$ cat config.mk
export PLATFORM = sky130hd
export DESIGN_NAME = mips_run_monitor_flat
export DESIGN_NICKNAME = d
export VERILOG_FILES = /design/src/rtl/mips_mon_pkg.sv /design/src/rtl/mips_run_monitor_if.sv /design/src/rtl/mips_trace_buf.sv /design/src/rtl/mips_run_monitor.sv /design/src/flat_wrapper.sv
export SDC_FILE = /design/constraint.sdc
export NUM_CORES = 1
export LEC_CHECK = 0
export ABC_AREA = 1
export ABC_CLOCK_PERIOD_IN_PS = 4750
export CAP_MARGIN = 20
export CORE_AREA = 10 10 249 227
export CTS_CLUSTER_DIAMETER = 40
export DETAILED_ROUTE_END_ITERATION = 8
export DIE_AREA = 0 0 259 237
export PLACE_DENSITY = 0.65
export SLEW_MARGIN = 15
export SYNTH_ARGS = -nofsm -noshare
export SYNTH_HDL_FRONTEND = slang
export SYNTH_SLANG_ARGS = --single-unit
$ cat constraint.sdc
create_clock -name clk -period 4.75 [get_ports clk]
set_input_delay 0.95 -clock clk [delete_from_list [all_inputs] [get_ports clk]]
set_output_delay 0.95 -clock clk [all_outputs]
set_load 0.1 [all_outputs]
$ cat src/rtl/mips_mon_pkg.sv
// Shared types and status encodings for the MIPS run monitor.
package mips_mon_pkg;

  typedef enum logic [1:0] {
    IDLE       = 2'd0,
    RESET_HOLD = 2'd1,
    RUN        = 2'd2,
    DONE       = 2'd3
  } run_state_t;

  localparam logic [1:0] STATUS_NONE    = 2'b00;
  localparam logic [1:0] STATUS_HALT    = 2'b01;
  localparam logic [1:0] STATUS_TIMEOUT = 2'b10;

endpackage

$ cat src/rtl/mips_run_monitor_if.sv
// Trace read port: the debug side (master) requests an entry and the
// monitor (slave) answers one cycle later with pc/alu data and a valid pulse.
interface mips_run_monitor_if #(
  parameter int PC_WIDTH    = 16,
  parameter int DATA_WIDTH  = 16,
  parameter int TRACE_DEPTH = 16
);
  localparam int AW = $clog2(TRACE_DEPTH);

  logic                  trace_rd_en;
  logic [AW-1:0]         trace_rd_addr;
  logic [PC_WIDTH-1:0]   trace_pc;
  logic [DATA_WIDTH-1:0] trace_alu;
  logic                  trace_valid;

  modport master (
    output trace_rd_en, trace_rd_addr,
    input  trace_pc, trace_alu, trace_valid
  );

  modport slave (
    input  trace_rd_en, trace_rd_addr,
    output trace_pc, trace_alu, trace_valid
  );
endinterface

$ cat src/rtl/mips_trace_buf.sv
// Circular trace buffer of (pc, alu) samples with oldest-relative,
// registered reads. Reads see the contents from before a same-cycle write.
module mips_trace_buf #(
  parameter int PC_WIDTH    = 16,
  parameter int DATA_WIDTH  = 16,
  parameter int TRACE_DEPTH = 16
) (
  input  logic                        clk,
  input  logic                        rst,
  input  logic                        clear,
  input  logic                        wr_en,
  input  logic [PC_WIDTH-1:0]         wr_pc,
  input  logic [DATA_WIDTH-1:0]       wr_alu,
  output logic [$clog2(TRACE_DEPTH):0] count,
  mips_run_monitor_if.slave           rd
);
  localparam int AW = $clog2(TRACE_DEPTH);
  localparam int CW = AW + 1;

  logic [PC_WIDTH-1:0]   pc_mem  [TRACE_DEPTH];
  logic [DATA_WIDTH-1:0] alu_mem [TRACE_DEPTH];
  logic [AW-1:0]         wr_ptr;
  logic [AW-1:0]         oldest;
  logic [AW-1:0]         rd_phys;
  logic                  full;
  logic                  rd_hit;

  // Once full, the write pointer also marks the oldest entry.
  assign full    = (count == CW'(TRACE_DEPTH));
  assign oldest  = full ? wr_ptr : '0;
  assign rd_phys = oldest + rd.trace_rd_addr;
  assign rd_hit  = ({1'b0, rd.trace_rd_addr} < count);

  // Write pointer wraps naturally; count saturates at the depth.
  always_ff @(posedge clk) begin
    if (rst || clear) begin
      wr_ptr <= '0;
      count  <= '0;
    end else if (wr_en) begin
      wr_ptr <= wr_ptr + AW'(1);
      if (!full) count <= count + CW'(1);
    end
  end

  // Sample storage, left unreset so it maps onto RAM.
  always_ff @(posedge clk) begin
    if (wr_en) begin
      pc_mem[wr_ptr]  <= wr_pc;
      alu_mem[wr_ptr] <= wr_alu;
    end
  end

  // Registered read port; entries past the valid count read as zero.
  always_ff @(posedge clk) begin
    if (rst) begin
      rd.trace_pc    <= '0;
      rd.trace_alu   <= '0;
      rd.trace_valid <= 1'b0;
    end else begin
      rd.trace_valid <= rd.trace_rd_en;
      if (rd.trace_rd_en) begin
        rd.trace_pc  <= rd_hit ? pc_mem[rd_phys]  : '0;
        rd.trace_alu <= rd_hit ? alu_mem[rd_phys] : '0;
      end
    end
  end
endmodule

$ cat src/rtl/mips_run_monitor.sv
// Run controller for the MIPS core: sequences CPU reset, counts run
// cycles, detects halt (PC stuck) or timeout, and records a trace.
module mips_run_monitor
  import mips_mon_pkg::*;
#(
  parameter int PC_WIDTH    = 16,
  parameter int DATA_WIDTH  = 16,
  parameter int RST_CYCLES  = 4,
  parameter int MAX_CYCLES  = 2000,
  parameter int STALL_LIMIT = 8,
  parameter int TRACE_DEPTH = 16,
  parameter int CNT_WIDTH   = 32
) (
  input  logic                         clk,
  input  logic                         rst,
  input  logic                         start,
  input  logic [PC_WIDTH-1:0]          pc_in,
  input  logic [DATA_WIDTH-1:0]        alu_in,
  output logic                         cpu_rst_n,
  output logic                         running,
  output logic                         done,
  output logic [1:0]                   status,
  output logic [CNT_WIDTH-1:0]         cycle_count,
  output logic [$clog2(TRACE_DEPTH):0] trace_count,
  mips_run_monitor_if.slave            trace_bus
);
  localparam int HW = $clog2(RST_CYCLES + 1);
  localparam int SW = $clog2(STALL_LIMIT + 1);

  if (RST_CYCLES < 1) begin : g_bad_rst
    $error("RST_CYCLES must be at least 1");
  end
  if (STALL_LIMIT < 1) begin : g_bad_stall
    $error("STALL_LIMIT must be at least 1");
  end
  if (MAX_CYCLES < 1 || (64'(MAX_CYCLES) >> CNT_WIDTH) != 64'd0) begin : g_bad_max
    $error("MAX_CYCLES must be at least 1 and fit in CNT_WIDTH");
  end
  if (TRACE_DEPTH < 2 || (TRACE_DEPTH & (TRACE_DEPTH - 1)) != 0) begin : g_bad_depth
    $error("TRACE_DEPTH must be a power of 2, at least 2");
  end

  run_state_t             state, state_next;
  logic [HW-1:0]          hold_cnt, hold_next;
  logic [1:0]             status_next;
  logic                   run_clear;
  logic [CNT_WIDTH-1:0]   cycle_inc;
  logic [SW-1:0]          stall_cnt, stall_next;
  logic [PC_WIDTH-1:0]    prev_pc;
  logic                   prev_valid;
  logic                   stall_inc;
  logic                   halt;
  logic                   timeout;
  logic                   in_run;

  assign in_run      = (state == RUN);
  assign cpu_rst_n   = in_run;
  assign running     = in_run;
  assign done        = (state == DONE);
  assign cycle_inc   = cycle_count + CNT_WIDTH'(1);
  assign stall_inc   = prev_valid && (pc_in == prev_pc);
  assign stall_next  = stall_inc ? stall_cnt + SW'(1) : '0;
  assign halt        = stall_inc && (stall_next == SW'(STALL_LIMIT));
  assign timeout     = (cycle_inc == CNT_WIDTH'(MAX_CYCLES));

  // State, reset-hold counter and status register.
  always_ff @(posedge clk) begin
    if (rst) begin
      state    <= IDLE;
      hold_cnt <= '0;
      status   <= STATUS_NONE;
    end else begin
      state    <= state_next;
      hold_cnt <= hold_next;
      status   <= status_next;
    end
  end

  // Next-state logic; halt takes priority over timeout on the same edge.
  always_comb begin
    state_next  = state;
    hold_next   = hold_cnt;
    status_next = status;
    run_clear   = 1'b0;
    case (state)
      IDLE, DONE: begin
        if (start) begin
          state_next  = RESET_HOLD;
          hold_next   = '0;
          status_next = STATUS_NONE;
          run_clear   = 1'b1;
        end
      end
      RESET_HOLD: begin
        if (hold_cnt == HW'(RST_CYCLES - 1)) state_next = RUN;
        else hold_next = hold_cnt + HW'(1);
      end
      RUN: begin
        if (halt) begin
          state_next  = DONE;
          status_next = STATUS_HALT;
        end else if (timeout) begin
          state_next  = DONE;
          status_next = STATUS_TIMEOUT;
        end
      end
      default: state_next = IDLE;
    endcase
  end

  // Run-cycle counter and repeated-PC detection.
  always_ff @(posedge clk) begin
    if (rst || run_clear) begin
      cycle_count <= '0;
      stall_cnt   <= '0;
      prev_pc     <= '0;
      prev_valid  <= 1'b0;
    end else if (in_run) begin
      cycle_count <= cycle_inc;
      stall_cnt   <= stall_next;
      prev_pc     <= pc_in;
      prev_valid  <= 1'b1;
    end
  end

  mips_trace_buf #(
    .PC_WIDTH   (PC_WIDTH),
    .DATA_WIDTH (DATA_WIDTH),
    .TRACE_DEPTH(TRACE_DEPTH)
  ) u_trace (
    .clk   (clk),
    .rst   (rst),
    .clear (run_clear),
    .wr_en (in_run),
    .wr_pc (pc_in),
    .wr_alu(alu_in),
    .count (trace_count),
    .rd    (trace_bus)
  );
endmodule

$ cat src/flat_wrapper.sv
// flat-port wrapper written by rule: the top's interface ports become plain ports
module mips_run_monitor_flat import mips_mon_pkg::*;
#(
  parameter int PC_WIDTH    = 16,
  parameter int DATA_WIDTH  = 16,
  parameter int RST_CYCLES  = 4,
  parameter int MAX_CYCLES  = 2000,
  parameter int STALL_LIMIT = 8,
  parameter int TRACE_DEPTH = 16,
  parameter int CNT_WIDTH   = 32
)
  (clk, rst, start, pc_in, alu_in, cpu_rst_n, running, done, status, cycle_count, trace_count, trace_bus_trace_rd_en, trace_bus_trace_rd_addr, trace_bus_trace_pc, trace_bus_trace_alu, trace_bus_trace_valid);
  mips_run_monitor_if #(.PC_WIDTH(PC_WIDTH), .DATA_WIDTH(DATA_WIDTH), .TRACE_DEPTH(TRACE_DEPTH)) trace_bus_i ();
  input  logic clk;
  input  logic rst;
  input  logic start;
  input  logic [PC_WIDTH-1:0] pc_in;
  input  logic [DATA_WIDTH-1:0] alu_in;
  output logic cpu_rst_n;
  output logic running;
  output logic done;
  output logic [1:0] status;
  output logic [CNT_WIDTH-1:0] cycle_count;
  output logic [$clog2(TRACE_DEPTH):0] trace_count;
  input wire logic [$bits(trace_bus_i.trace_rd_en)-1:0] trace_bus_trace_rd_en;
  input wire logic [$bits(trace_bus_i.trace_rd_addr)-1:0] trace_bus_trace_rd_addr;
  output wire logic [$bits(trace_bus_i.trace_pc)-1:0] trace_bus_trace_pc;
  output wire logic [$bits(trace_bus_i.trace_alu)-1:0] trace_bus_trace_alu;
  output wire logic [$bits(trace_bus_i.trace_valid)-1:0] trace_bus_trace_valid;
  assign trace_bus_i.trace_rd_en = trace_bus_trace_rd_en;
  assign trace_bus_i.trace_rd_addr = trace_bus_trace_rd_addr;
  assign trace_bus_trace_pc = trace_bus_i.trace_pc;
  assign trace_bus_trace_alu = trace_bus_i.trace_alu;
  assign trace_bus_trace_valid = trace_bus_i.trace_valid;
  mips_run_monitor #(.PC_WIDTH(PC_WIDTH), .DATA_WIDTH(DATA_WIDTH), .RST_CYCLES(RST_CYCLES), .MAX_CYCLES(MAX_CYCLES), .STALL_LIMIT(STALL_LIMIT), .TRACE_DEPTH(TRACE_DEPTH), .CNT_WIDTH(CNT_WIDTH)) u_core (.clk(clk), .rst(rst), .start(start), .pc_in(pc_in), .alu_in(alu_in), .cpu_rst_n(cpu_rst_n), .running(running), .done(done), .status(status), .cycle_count(cycle_count), .trace_count(trace_count), .trace_bus(trace_bus_i));
endmodule
## Word-level counts from Yosys, hierarchy flattened

Memory sizes are Yosys's and may differ from the RTL's.
Cells that the tools add are included.

| storage, ports and cells | value |
|---|---|
| memories kept | 2 |
| bits in writable memories | 512 |
| output and inout port bits | 75 |
| flip-flop bits (word level) | 102 |
| logic and storage cells | 65 |

Memories:

| name | words | bits a word | rd ports | clocked after Yosys merged registers in | write ports | line | text |
|---|---|---|---|---|---|---|---|
| u_core.u_trace.alu_mem | 16 | 16 | 1 | 0 | 1 | mips_trace_buf.sv:21 | `logic [DATA_WIDTH-1:0] alu_mem [TRACE_DEPTH];` |
| u_core.u_trace.pc_mem | 16 | 16 | 1 | 0 | 1 | mips_trace_buf.sv:20 | `logic [PC_WIDTH-1:0] pc_mem [TRACE_DEPTH];` |

| operators by class | value |
|---|---|
| bitwise logic cells | 1 |
| muxes and demuxes | 20 |
| order comparisons | 1 |
| reductions and logical operators | 11 |
| $add $sub $neg | 6 |
| equal/unequal tests | 12 |

Operators with widths:

| kind | number |
|---|---|
| $add A32 B1 Y32 const B | 1 |
| $eq A32 B11 Y1 const B | 1 |
| $mux W16 | 2 |
| $eq A16 B16 Y1 | 1 |
| $mux W2 | 7 |
| $reduce_and A3 Y1 | 3 |
| $add A4 B1 Y4 const B | 2 |
| $mux W4 | 2 |
| $mux W3 | 2 |
| $pmux W2 S3 | 1 |
| $pmux W3 S2 | 1 |
| $add A5 B1 Y5 const B | 1 |
| $eq A5 B5 Y1 const B | 1 |
| $lt A4 B5 Y1 | 1 |
| $add A4 B4 Y4 | 1 |
| $eq A2 B2 Y1 const B | 2 |
| $eq A4 B4 Y1 const B | 1 |
| $mux W1 | 4 |
| $ne A2 B2 Y1 const B | 2 |
| $pmux W2 S2 | 1 |
| $reduce_bool A2 Y1 | 2 |
| $add A3 B1 Y3 const B | 1 |
| $eq A3 B2 Y1 const B | 1 |
| $ne A3 B1 Y1 const B | 1 |
| 8 further kinds | 9 |

## Depth between registers and ports, before layout

Gate-level depths: netlist of the first run.

| logic depth | value |
|---|---|
| word-level depth | 7 |
| mapped depth | 16 |
| depth with buffers taken out | 16 |

## Cells and area by module

A second synthesis of the first run with hierarchy kept.

| second synthesis, totals | value |
|---|---|
| cells, all modules | 2590 |
| area, all modules | 26127.6 um2 |

Modules (own cells, without submodules):

| module | sequential area each (um2) | area each (um2) | cells an instance | times used |
|---|---|---|---|---|
| mips_trace_buf | 16215.6 | 22370.2 | 1981 | 1 |
| mips_run_monitor | 1201.2 | 3757.4 | 609 | 1 |

## Worst setup path before layout of the first run

OpenSTA, ideal clock, no wires.

| timing | value |
|---|---|
| path kind | flip-flop to flip-flop |
| from | register u_core.state[0] |
| to | memory u_core.u_trace.alu_mem[10][0] (enable) |
| stages on the path, launching flop included | 7 |
| required time | 4.329 ns |
| clock period less this slack | 3.845 ns |
| library setup time | 0.421 ns |
| setup slack | 0.905 ns |
| arrival | 3.424 ns |
| cell sequence | dfxtp_1 -> inv_1 -> ha_1 -> clkbuf_1 -> clkbuf_1 -> nand2_1 -> nor2_1 |

| on the way | value |
|---|---|
| longest elaborated chain between the ends | 3 |

Ends and longest elaborated chain:

| element | line | text |
|---|---|---|
| start: declaration | mips_run_monitor.sv:43 | `run_state_t state, state_next;` |
| start signal: assignment | mips_run_monitor.sv:73 | `state <= state_next;` |
| $eq A2 B2 Y1 | mips_run_monitor.sv:56 | `assign in_run = (state == RUN);` |
| via cpu_rst_n | flat_wrapper.sv:19 | `output logic cpu_rst_n;` |
| $mux W1 | mips_trace_buf.sv:47 | `if (wr_en) begin` |
| $mux W1 (implied by the code) | mips_trace_buf.sv:49 | `alu_mem[wr_ptr] <= wr_alu;` |
| end: declaration | mips_trace_buf.sv:21 |  |

The timed path passes the listed nets, and every way through them passes these cells.

## Worst setup path after layout of the first run

| timing | value |
|---|---|
| from | register u_core.state[0] |
| to | output cpu_rst_n |

| on the way | value |
|---|---|
| longest elaborated chain between the ends | 1 |

Ends and longest elaborated chain:

| element | line |
|---|---|
| $eq A2 B2 Y1 | mips_run_monitor.sv:56 |
| end: declaration | flat_wrapper.sv:19 |

No other way between the ends.

==> flow_summary.toml, run 1 <==
[outcome]
outcome = "completed"

[cts]
cts_sinks = 614
clockRootBuffer = "clkbuf_16"
hold_buffers = 0
post_cts_buffers = 0
cts_buffers = 79
clk_pin_slew_ns = 0.05
clk_latency_ns = 0.61
htree_num_levels = 3
cts_resized = 0
cts_tree = "yes"
cts_buffer_depth = 3

[layout]
area_growth_pct = 18.7
design_area_um2 = 30100
final_layout_size_suffix_gt1_share_pct = 9.28
instances_no_fill = 3189
utilization_pct = 58.7
nets = 2499

[global_route]
track_usage_pct = 21.8
grt_max_degree = 211
antenna_found_initial = 2
overflow = 0
grt_pass1_wl_mm = 103
grt_pass1_vias = 17300

[pwr]
p_total_mw = 14.1
vdd_ir_drop_max_uv = 534
seqPwrFrac_pct = 43.9
power.internal_mw = 10.1
switching_share_pct = 28.5
p_per_area_nw_per_um2 = 467
pwr-share-clk_pct = 41.9
p_sw_mw = 4.00
p_leak_nw = 10.2
comb_power_share_pct = 14.2

[drt]
routed_via_density = 5.70
vias = 18200
drcViolationCount = 0
drt_iter0_drc = 1978
drt_pre_antenna_iters = 5
routedWlPerCell_um = 21.4
drtAntennaViolNets = 0
wl_mm = 68.2

[yosys]
synth_seq_area_share_pct = 68.6
synth_cells = 2325
async_flop_share_pct = 0
synth.most_common_cell = "edfxtp_1"
synth_top_area_share_pct = 60.6
yosys_warnings = 0
synth_area_um2 = 25400
yosys-top-cells-count = "512 x edfxtp_1, 410 x nor2_1, 394 x o21ai_0"
synth_edf_count = 512
yosys-top-cells-area = "edfxtp_1 61%, dfxtp_1 8.0%, o21ai_0 7.8%"
synth.distinct_cells = 39
synth_nets = 2387
ys_ff_latch = 614
syn_area_per_cell_um2 = 10.9
synth_flop_cell = "edfxtp_1"
yosysTopAreaCell = "edfxtp_1"

[floorplanning]
die_area_um2 = 61400
start_util_pct = 49.5
coreArea_um2 = 51300
fp.dieH_um = 237
io_pins = 115
die_x_um = 259
rows = 79

[timing]
fin_setup_tns_ns = 0
fin_crit_ns = 3.50
skew_ns = 0.0209
rsz0062_at_grt = "no"
period_share_pct = 73.7
max_freq_ghz = 0.286
drv_slew = 0
worst_pin_slew_ns = 1.12
fin_hold_ws_ns = 0.461
slew_headroom_pct = 25.2
fin_ws_ns = 1.25
hold_violations = 0
setup_viol = 0

[place]
numPlacedInstances = 3043
dpl-instance-area_um2 = 27500
dp_hpwl_mm = 36.7
port-buffer-count = 114
preCtsSetupSlack_ns = 0.744
gp_congestion = 0.837

[worst_setup_path]
worstPathRequired_ns = 3.80
path_max_fanout = 9
crit_path_end_kind = "primary output"
cp-start-kind = "flip-flop"
crit_arrival_ns = 2.55
critical_path_class = "flip-flop to primary output"

[flow_run]
cap_violations = 0

[worst_hold_path]
hold_class = "flip-flop to flip-flop"
-- cells in the final DEF (no fill, tap or decap), drive strengths merged, types with 51 or more instances in the layout --
master | synthesis | layout
a21oi | 87 | 87
o21ai | 419 | 419
inv | 127 | 140
dfxtp | 102 | 102
nand2 | 325 | 325
clkdlybuf4s50 | 0 | 113
buf | 12 | 51
edfxtp | 512 | 512
o221ai | 66 | 66
nand3 | 64 | 64
nor2 | 420 | 420
clkbuf | 121 | 95
-- kinds of logic after synthesis --
family	count (synthesis)	share of synthesized area, %
simple gates	822	13.0
flops	614	68.6
compound gates	596	13.0
buf+inv	261	3.93
fa+ha+maj	22	1.11
xor+xnor	10	0.345
-- routing by layer --
metal | global-route usage, % | up-vias | share of wire, %
met5 | 0 | - | 0.018
li1 | - | 8435 | -
met4 | 5.95 | 2 | 2.1
met1 | 29.9 | 8799 | 43
met2 | 35.0 | 806 | 47
met3 | 4.07 | 130 | 8.2
-- state kept, by name, indices dropped and copies added (netlist names) --
| register | count |
|---|---|
| u_core.u_trace.rd.trace_valid | 1 |
| u_core.u_trace.alu_mem | 256 |
| u_core.state | 2 |
| u_core.prev_valid | 1 |
| u_core.prev_pc | 16 |
| u_core.hold_cnt | 3 |
| u_core.u_trace.rd.trace_pc | 16 |
| u_core.u_trace.rd.trace_alu | 16 |
| u_core.cycle_count | 32 |
| u_core.stall_cnt | 4 |
| u_core.status | 2 |
| u_core.u_trace.pc_mem | 256 |
| u_core.u_trace.count | 5 |
| u_core.u_trace.wr_ptr | 4 |
-- critical path: stages, from the launching register on --
cell and delay, ns:
dfxtp_1 0.36, inv_1 0.08, ha_2 0.32, clkdlybuf4s50_1 1.19
-- power groups by stage --
stage | logic [mW] | clock network, mW | registers [mW]
finish | 2.00 | 5.89 | 6.18
CTS | 2.01 | 5.96 | 6.18
detailed placement | 2.00 | 0 | 6.29
global placement | 1.96 | 0 | 6.28
global route | 2.16 | 6.20 | 6.20
floorplan | 0.891 | 0 | 6.77
-- final timing paths --
check,startpoint,to,slack [ns],cells after the start
worst min register to register,u_core.u_trace.rd.trace_pc[2]$_SDFFE_PP0P_,u_core.u_trace.rd.trace_pc[2]$_SDFFE_PP0P_,0.46,2
worst max register to register,u_core.u_trace.count[1]$_SDFFE_PP0P_,u_core.u_trace.rd.trace_pc[15]$_SDFFE_PP0P_,1.26,14
worst min-delay path,u_core.u_trace.rd.trace_pc[2]$_SDFFE_PP0P_,u_core.u_trace.rd.trace_pc[2]$_SDFFE_PP0P_,0.46,2
worst max-delay path,u_core.state[0]$_SDFFE_PP0P_,cpu_rst_n,1.25,3
-- final cells by class --
class	instances	area (um^2)
fill	4145	21200
inverter	128	488
clock inverter	49	548
sequential	614	17400
clock buffer	95	2070
multi-input combinational	1450	7130
antenna	1	2.50
tap	688	861
timing repair buffer	164	1600
No activity file was read; power rests on OpenSTA's default activity.
==> run 2: changes to the inputs <==
--- a/config.mk
+++ b/config.mk
@@ -6,13 +6,13 @@
 export NUM_CORES = 1
 export LEC_CHECK = 0
 export ABC_AREA = 1
-export ABC_CLOCK_PERIOD_IN_PS = 4750
+export ABC_CLOCK_PERIOD_IN_PS = 2950
 export CAP_MARGIN = 20
 export CORE_AREA = 10 10 249 227
 export CTS_CLUSTER_DIAMETER = 40
 export DETAILED_ROUTE_END_ITERATION = 8
 export DIE_AREA = 0 0 259 237
-export PLACE_DENSITY = 0.65
+export PLACE_DENSITY = 0.68
 export SLEW_MARGIN = 15
 export SYNTH_ARGS = -nofsm -noshare
 export SYNTH_HDL_FRONTEND = slang
==> constraint.sdc (replaced) <==
create_clock -name clk -period 2.95 [get_ports clk]
set_input_delay 0.59 -clock clk [delete_from_list [all_inputs] [get_ports clk]]
set_output_delay 0.59 -clock clk [all_outputs]
set_load 0.1 [all_outputs]
==> run 2 against run 1 <==
  * The run now ends with setup timing left
  * Sequential share of layout area fell by 2.7 points
  * Highest routed layer is now met4
  * Final cell count rose by 2.6%
  * Core utilization grew 2.9 points
  * Total power increased by 67%
  * Largest power group is now clock
  * Die area did not move
  * Combinational power rose by 75%
  * Critical path type is now flip-flop to flip-flop
  * Clock-buffer cell count rose by 3
==> flow_summary.toml, run 2 (synthesis gave the netlist of run 1 again) <==
[layout]
area_growth_pct = 24.6
largest_registers = "u_core.u_trace.alu_mem x256, u_core.u_trace.pc_mem x256, u_core.cycle_count x32"
multi_input_comb_area_um2 = 7290
final_layout_size_suffix_gt1_share_pct = 16.8
instances_no_fill = 3272
seqCellArea_um2 = 17400
final_cell_mix = "512 x edfxtp_1, 391 x nor2_1, 323 x o21ai_0, 316 x nand2_1, 139 x buf_4"
nFillCells = 3990
design_area_um2 = 31600
diodes = 0
final_common_cell = "edfxtp_1"
nets = 2580

[timing]
rsz0062_at_grt = "yes"
skew_ns = 0.0191
period_share_pct = 101
hold_violations = 0
worst_pin_slew_ns = 0.882
setup_viol = 7
fin_setup_tns_ns = -0.111
max_freq_ghz = 0.334
slew_headroom_pct = 41.1
fin_ws_ns = -0.0438
fin_crit_ns = 2.99
drv_slew = 0

[worst_setup_path]
critical_path_class = "flip-flop to flip-flop"
r2r_cells = 16
crit_path_end_kind = "flip-flop"
path_max_fanout = 6
cp-start-kind = "flip-flop"
worstPathRequired_ns = 3.47
crit_arrival_ns = 3.52

[place]
gp_congestion = 0.876
numPlacedInstances = 3107
dpl-instance-area_um2 = 28300
dp_hpwl_mm = 40.0
port-buffer-count = 114

[pwr]
p_leak_nw = 11.1
pwr-share-clk_pct = 42.8
seqPwrFrac_pct = 42.3
p_sw_mw = 6.62
p_per_area_nw_per_um2 = 744
comb_power_share_pct = 14.9
vdd_ir_drop_max_uv = 575
power.internal_mw = 16.9
switching_share_pct = 28.1

[floorplanning]
coreArea_um2 = 51300
die_area_um2 = 61400
fp.dieH_um = 237
start_util_pct = 49.5
io_pins = 115
rows = 79
die_x_um = 259

[drt]
routedWlPerCell_um = 21.4
drtAntennaViolNets = 0
routed_via_density = 5.69
dr_wl_met2_mm = 32.6
wl_mm = 70.0
dr_wl_met3_mm = 5.68
drcViolationCount = 0
drt_iter0_drc = 2004
top_layer = "met4"
m1WireLength_mm = 30.0
drt_pre_antenna_iters = 5
vias = 18600

[cts]
cts_buffer_depth = 3
htree_num_levels = 3
cts_sinks = 614
clockRootBuffer = "clkbuf_16"
hold_buffers = 0
clk_pin_slew_ns = 0.06
cts_tree = "yes"
clk_latency_ns = 0.61
cts_buffers = 80

[global_route]
overflow = 0
grt_max_degree = 83
track_usage_pct = 22.2
grt_pass1_vias = 18300
antenna_found_initial = 0
grt_pass1_wl_mm = 106

[outcome]
outcome = "complete, but fails checks"
violations = "setup timing"

[worst_hold_path]
hold_class = "flip-flop to flip-flop"
hold_depth = 2

[flow_run]
cap_violations = 0
## run 2: cell types whose count changed in the layout (fill, tap and decap cells not counted), moves of 10 or more
cell / change
buf_12: +45
o21ai_1: +63
clkdlybuf4s50_1: -75
clkbuf_16: +10
buf_4: +96
o21ai_0: -71
## run 2: worst paths after layout
check,start,end,slack (ns)
worst max-delay path,u_core.u_trace.count[0]$_SDFFE_PP0P_,u_core.u_trace.rd.trace_alu[10]$_SDFFE_PP0P_,-0.04
worst min-delay path,u_core.u_trace.rd.trace_alu[9]$_SDFFE_PP0P_,u_core.u_trace.rd.trace_alu[9]$_SDFFE_PP0P_,0.47
worst max register to register,u_core.u_trace.count[0]$_SDFFE_PP0P_,u_core.u_trace.rd.trace_alu[10]$_SDFFE_PP0P_,-0.04
worst min register to register,u_core.u_trace.rd.trace_alu[9]$_SDFFE_PP0P_,u_core.u_trace.rd.trace_alu[9]$_SDFFE_PP0P_,0.47
## run 2: per-stage QoR
stage | util, % | total power [mW] | worst slack [ns] | hold slack [ns]
2_1_floorplan | - | 12.4 | 0.0201 | 0.441
3_3_place_gp | 55.2 | 13.4 | -0.473 | 0.448
3_5_place_dp | 55.2 | 13.5 | -0.477 | 0.457
4_1_cts | 61.2 | 23.6 | -0.00225 | 0.466
5_1_grt | 61.6 | 24.3 | -0.139 | 0.482
6_report | 61.6 | 23.5 | -0.0438 | 0.465
## run 2: layout make-up
type / count / share of cell area, %
Sequential cell: 614 / 55.1
Multi-Input combinational cell: 1450 / 23.0
Timing Repair Buffer: 244 / 8.67
Clock buffer: 98 / 7.01
Tap cell: 688 / 2.72
Clock inverter: 50 / 1.89
Inverter: 128 / 1.56
## run 2: critical path: stages, from the launching register on
cell,delay (ns)
dfxtp_4,0.35
inv_4,0.06
ha_4,0.13
nand4_4,0.10
nor2_4,0.14
ha_4,0.14
inv_2,0.04
fa_4,0.89
buf_12,0.15
buf_12,0.13
buf_12,0.12
o21ai_0,0.09
o221ai_1,0.19
o21ai_1,0.09
nand2_1,0.08
nand3_2,0.07
a21oi_2,0.14
## run 2: repair_timing
item	in CTS	in global routing
pin swaps	10	48
cloned	4	6
endpoints found under the setup margin	31	31
setup buffers	6	4
resized for setup	32	97
## run 2: metal layers
metal / global-route usage [%] / vias to the layer above
li1: - / 8604
met1: 30.6 / 9050
met2: 35.4 / 836
met3: 3.87 / 127
met4: 7.00 / 0
met5: 0 / -
## run 2: power groups by stage
stage	logic, mW	clock network (mW)	registers (mW)
5_1_grt	3.78	10.5	9.98
4_1_cts	3.45	10.2	9.95
2_1_floorplan	1.45	0	10.9
6_report	3.50	10.1	9.96
3_3_place_gp	3.30	0	10.1
3_5_place_dp	3.38	0	10.1
==> run 3: changes to the inputs <==
--- a/config.mk
+++ b/config.mk
@@ -12,6 +12,7 @@
 export CTS_CLUSTER_DIAMETER = 40
 export DETAILED_ROUTE_END_ITERATION = 8
 export DIE_AREA = 0 0 259 237
+export GPL_ROUTABILITY_DRIVEN = 0
 export PLACE_DENSITY = 0.68
 export SLEW_MARGIN = 15
 export SYNTH_ARGS = -nofsm -noshare
==> run 3 against run 2 <==
  * The flow still finishes with violations (setup timing)
  * Non-clock buffer count grew 14
  * Largest power group unchanged
  * Worst hold slack got worse by 0.00089 ns
  * First-iteration DRC count down 6.4%
  * Fmax decreased by 0.70%
  * Critical path depth grew 2
  * Critical path type unchanged
  * Clock skew increased by 0.0080 ns
  * Highest routed layer unchanged
==> flow_summary.toml, run 3 (synthesis gave the netlist of run 1 again) <==
[worst_setup_path]
cp-start-kind = "flip-flop"
crit_chain = "inv_4 > ha_4 > nand4_4 > nor2_4 > ha_4 > inv_2 > fa_4 > buf_6 > clkinv_8 > buf_12 > buf_8 > buf_6 > o21ai_2 > o221ai_1 > o21ai_1 > nand2_1 > nand3_2 > a21oi_2"
critical_path_class = "flip-flop to flip-flop"
path_max_fanout = 8
cpMaxStageDelayCell = "fa_4"
crit_arrival_ns = 3.49
crit_path_end_kind = "flip-flop"
max_stage_delay_ns = 0.83
worstPathRequired_ns = 3.42

[outcome]
violations = "setup timing"
outcome = "complete, but fails checks"

[global_route]
overflow = 0
grt_pass1_vias = 18000
grt_pass1_wl_mm = 107
grt_max_degree = 60
track_usage_pct = 22.5
antenna_found_initial = 0

[timing]
period_share_pct = 102
setup_viol = 13
worst_pin_slew_ns = 0.886
skew_ns = 0.0271
fin_setup_tns_ns = -0.296
fin_crit_ns = 3.01
max_freq_ghz = 0.332
slew_headroom_pct = 40.8
fin_ws_ns = -0.0649
hold_violations = 0
rsz0062_at_grt = "yes"
drv_slew = 0

[layout]
area_growth_pct = 26.1
nets = 2595
design_area_um2 = 32000
diodes = 0
nFillCells = 3900
utilization_pct = 62.4
instances_no_fill = 3290
largest_registers = "u_core.u_trace.alu_mem x256, u_core.u_trace.pc_mem x256, u_core.cycle_count x32"
final_cell_mix = "512 x edfxtp_1, 390 x nor2_1, 316 x nand2_1, 281 x o21ai_0, 146 x buf_4"
final_common_cell = "edfxtp_1"
final_layout_size_suffix_gt1_share_pct = 19.1

[floorplanning]
rows = 79
fp.dieH_um = 237
die_x_um = 259
coreArea_um2 = 51300
start_util_pct = 49.5
io_pins = 115
die_area_um2 = 61400

[place]
dpl-instance-area_um2 = 28200
port-buffer-count = 114
preCtsSetupSlack_ns = -0.502
numPlacedInstances = 3111
dp_hpwl_mm = 39.8

[drt]
vias = 18800
routedWlPerCell_um = 21.7
wl_mm = 71.4
m1WireLength_mm = 30.1
drt_iter0_drc = 1875
routed_via_density = 5.72
top_layer = "met4"
dr_wl_met3_mm = 6.19
drcViolationCount = 0
drtAntennaViolNets = 0
drt_pre_antenna_iters = 6
dr_wl_met2_mm = 33.5

[cts]
clk_latency_ns = 0.63
cts_buffer_depth = 3
htree_num_levels = 3
cts_buffers = 81
cts_sinks = 614
clk_pin_slew_ns = 0.06
clockRootBuffer = "clkbuf_16"
hold_buffers = 0
cts_tree = "yes"

[flow_run]
cap_violations = 0

[pwr]
p_leak_nw = 11.2
vdd_ir_drop_max_uv = 510
p_per_area_nw_per_um2 = 740

[worst_hold_path]
hold_class = "flip-flop to flip-flop"
## run 3: changes by cell type in the layout (fill, tap and decap cells not counted), sizes merged
cell,change
bufinv,+2
buf,+13
clkinv,+2
clkinvlp,+4
clkbuf,-3
## run 3: area by class of cell
type                       instances  area (um^2)  area share [%]
clock buffer                      94         2120            6.62
clock inverter                    58          709            2.22
inverter                         128          503            1.57
multi-input combinational       1450         7510            23.5
sequential                       614        17400            54.5
tap                              688          861            2.69
timing repair buffer             258         2860            8.95
## run 3: final timing paths
check / from / end / slack (ns) / cells after the start
min: u_core.u_trace.rd.trace_alu[13]$_SDFFE_PP0P_ / u_core.u_trace.rd.trace_alu[13]$_SDFFE_PP0P_ / 0.46 / 2
min reg2reg: u_core.u_trace.rd.trace_alu[13]$_SDFFE_PP0P_ / u_core.u_trace.rd.trace_alu[13]$_SDFFE_PP0P_ / 0.46 / 2
max: u_core.u_trace.count[0]$_SDFFE_PP0P_ / u_core.u_trace.rd.trace_alu[1]$_SDFFE_PP0P_ / -0.06 / 18
max reg2reg: u_core.u_trace.count[0]$_SDFFE_PP0P_ / u_core.u_trace.rd.trace_alu[1]$_SDFFE_PP0P_ / -0.06 / 18
## run 3: metal layers
metal | vias up | GRT usage [%]
met5 | - | 0
met4 | 0 | 6.47
met3 | 146 | 4.19
met2 | 840 | 35.5
met1 | 9184 | 31.2
li1 | 8651 | -
## run 3: power by group
group	internal (mW)	leakage, nW	switching [mW]	total (mW)
Sequential	9.71	5.43	0.244	9.95
Combinational	1.00	4.45	2.58	3.58
Clock	6.24	1.36	3.92	10.2
## run 3: repair_timing
item,CTS,global route
setup buffers,9,11
resized for setup,40,205
endpoints found under the setup margin,31,32
pin swaps,4,84
gates cloned,4,8
## run 3: per-stage QoR
| step | total power, mW | hold slack (ns) |
|---|---|---|
| global placement | 13.4 | 0.448 |
| global route | 24.5 | 0.486 |
| floorplan | 12.4 | 0.441 |
| CTS | 23.7 | 0.468 |
| finish | 23.7 | 0.464 |
| detailed placement | 13.5 | 0.460 |
## run 3: worst max-delay path: cells and delay by family (launching register included)
family,cells,cell delay [ns]
fa+ha+maj,3,1.10
compound gates,4,0.32
flops,1,0.35
simple gates,4,0.38
buf+inv,7,0.72
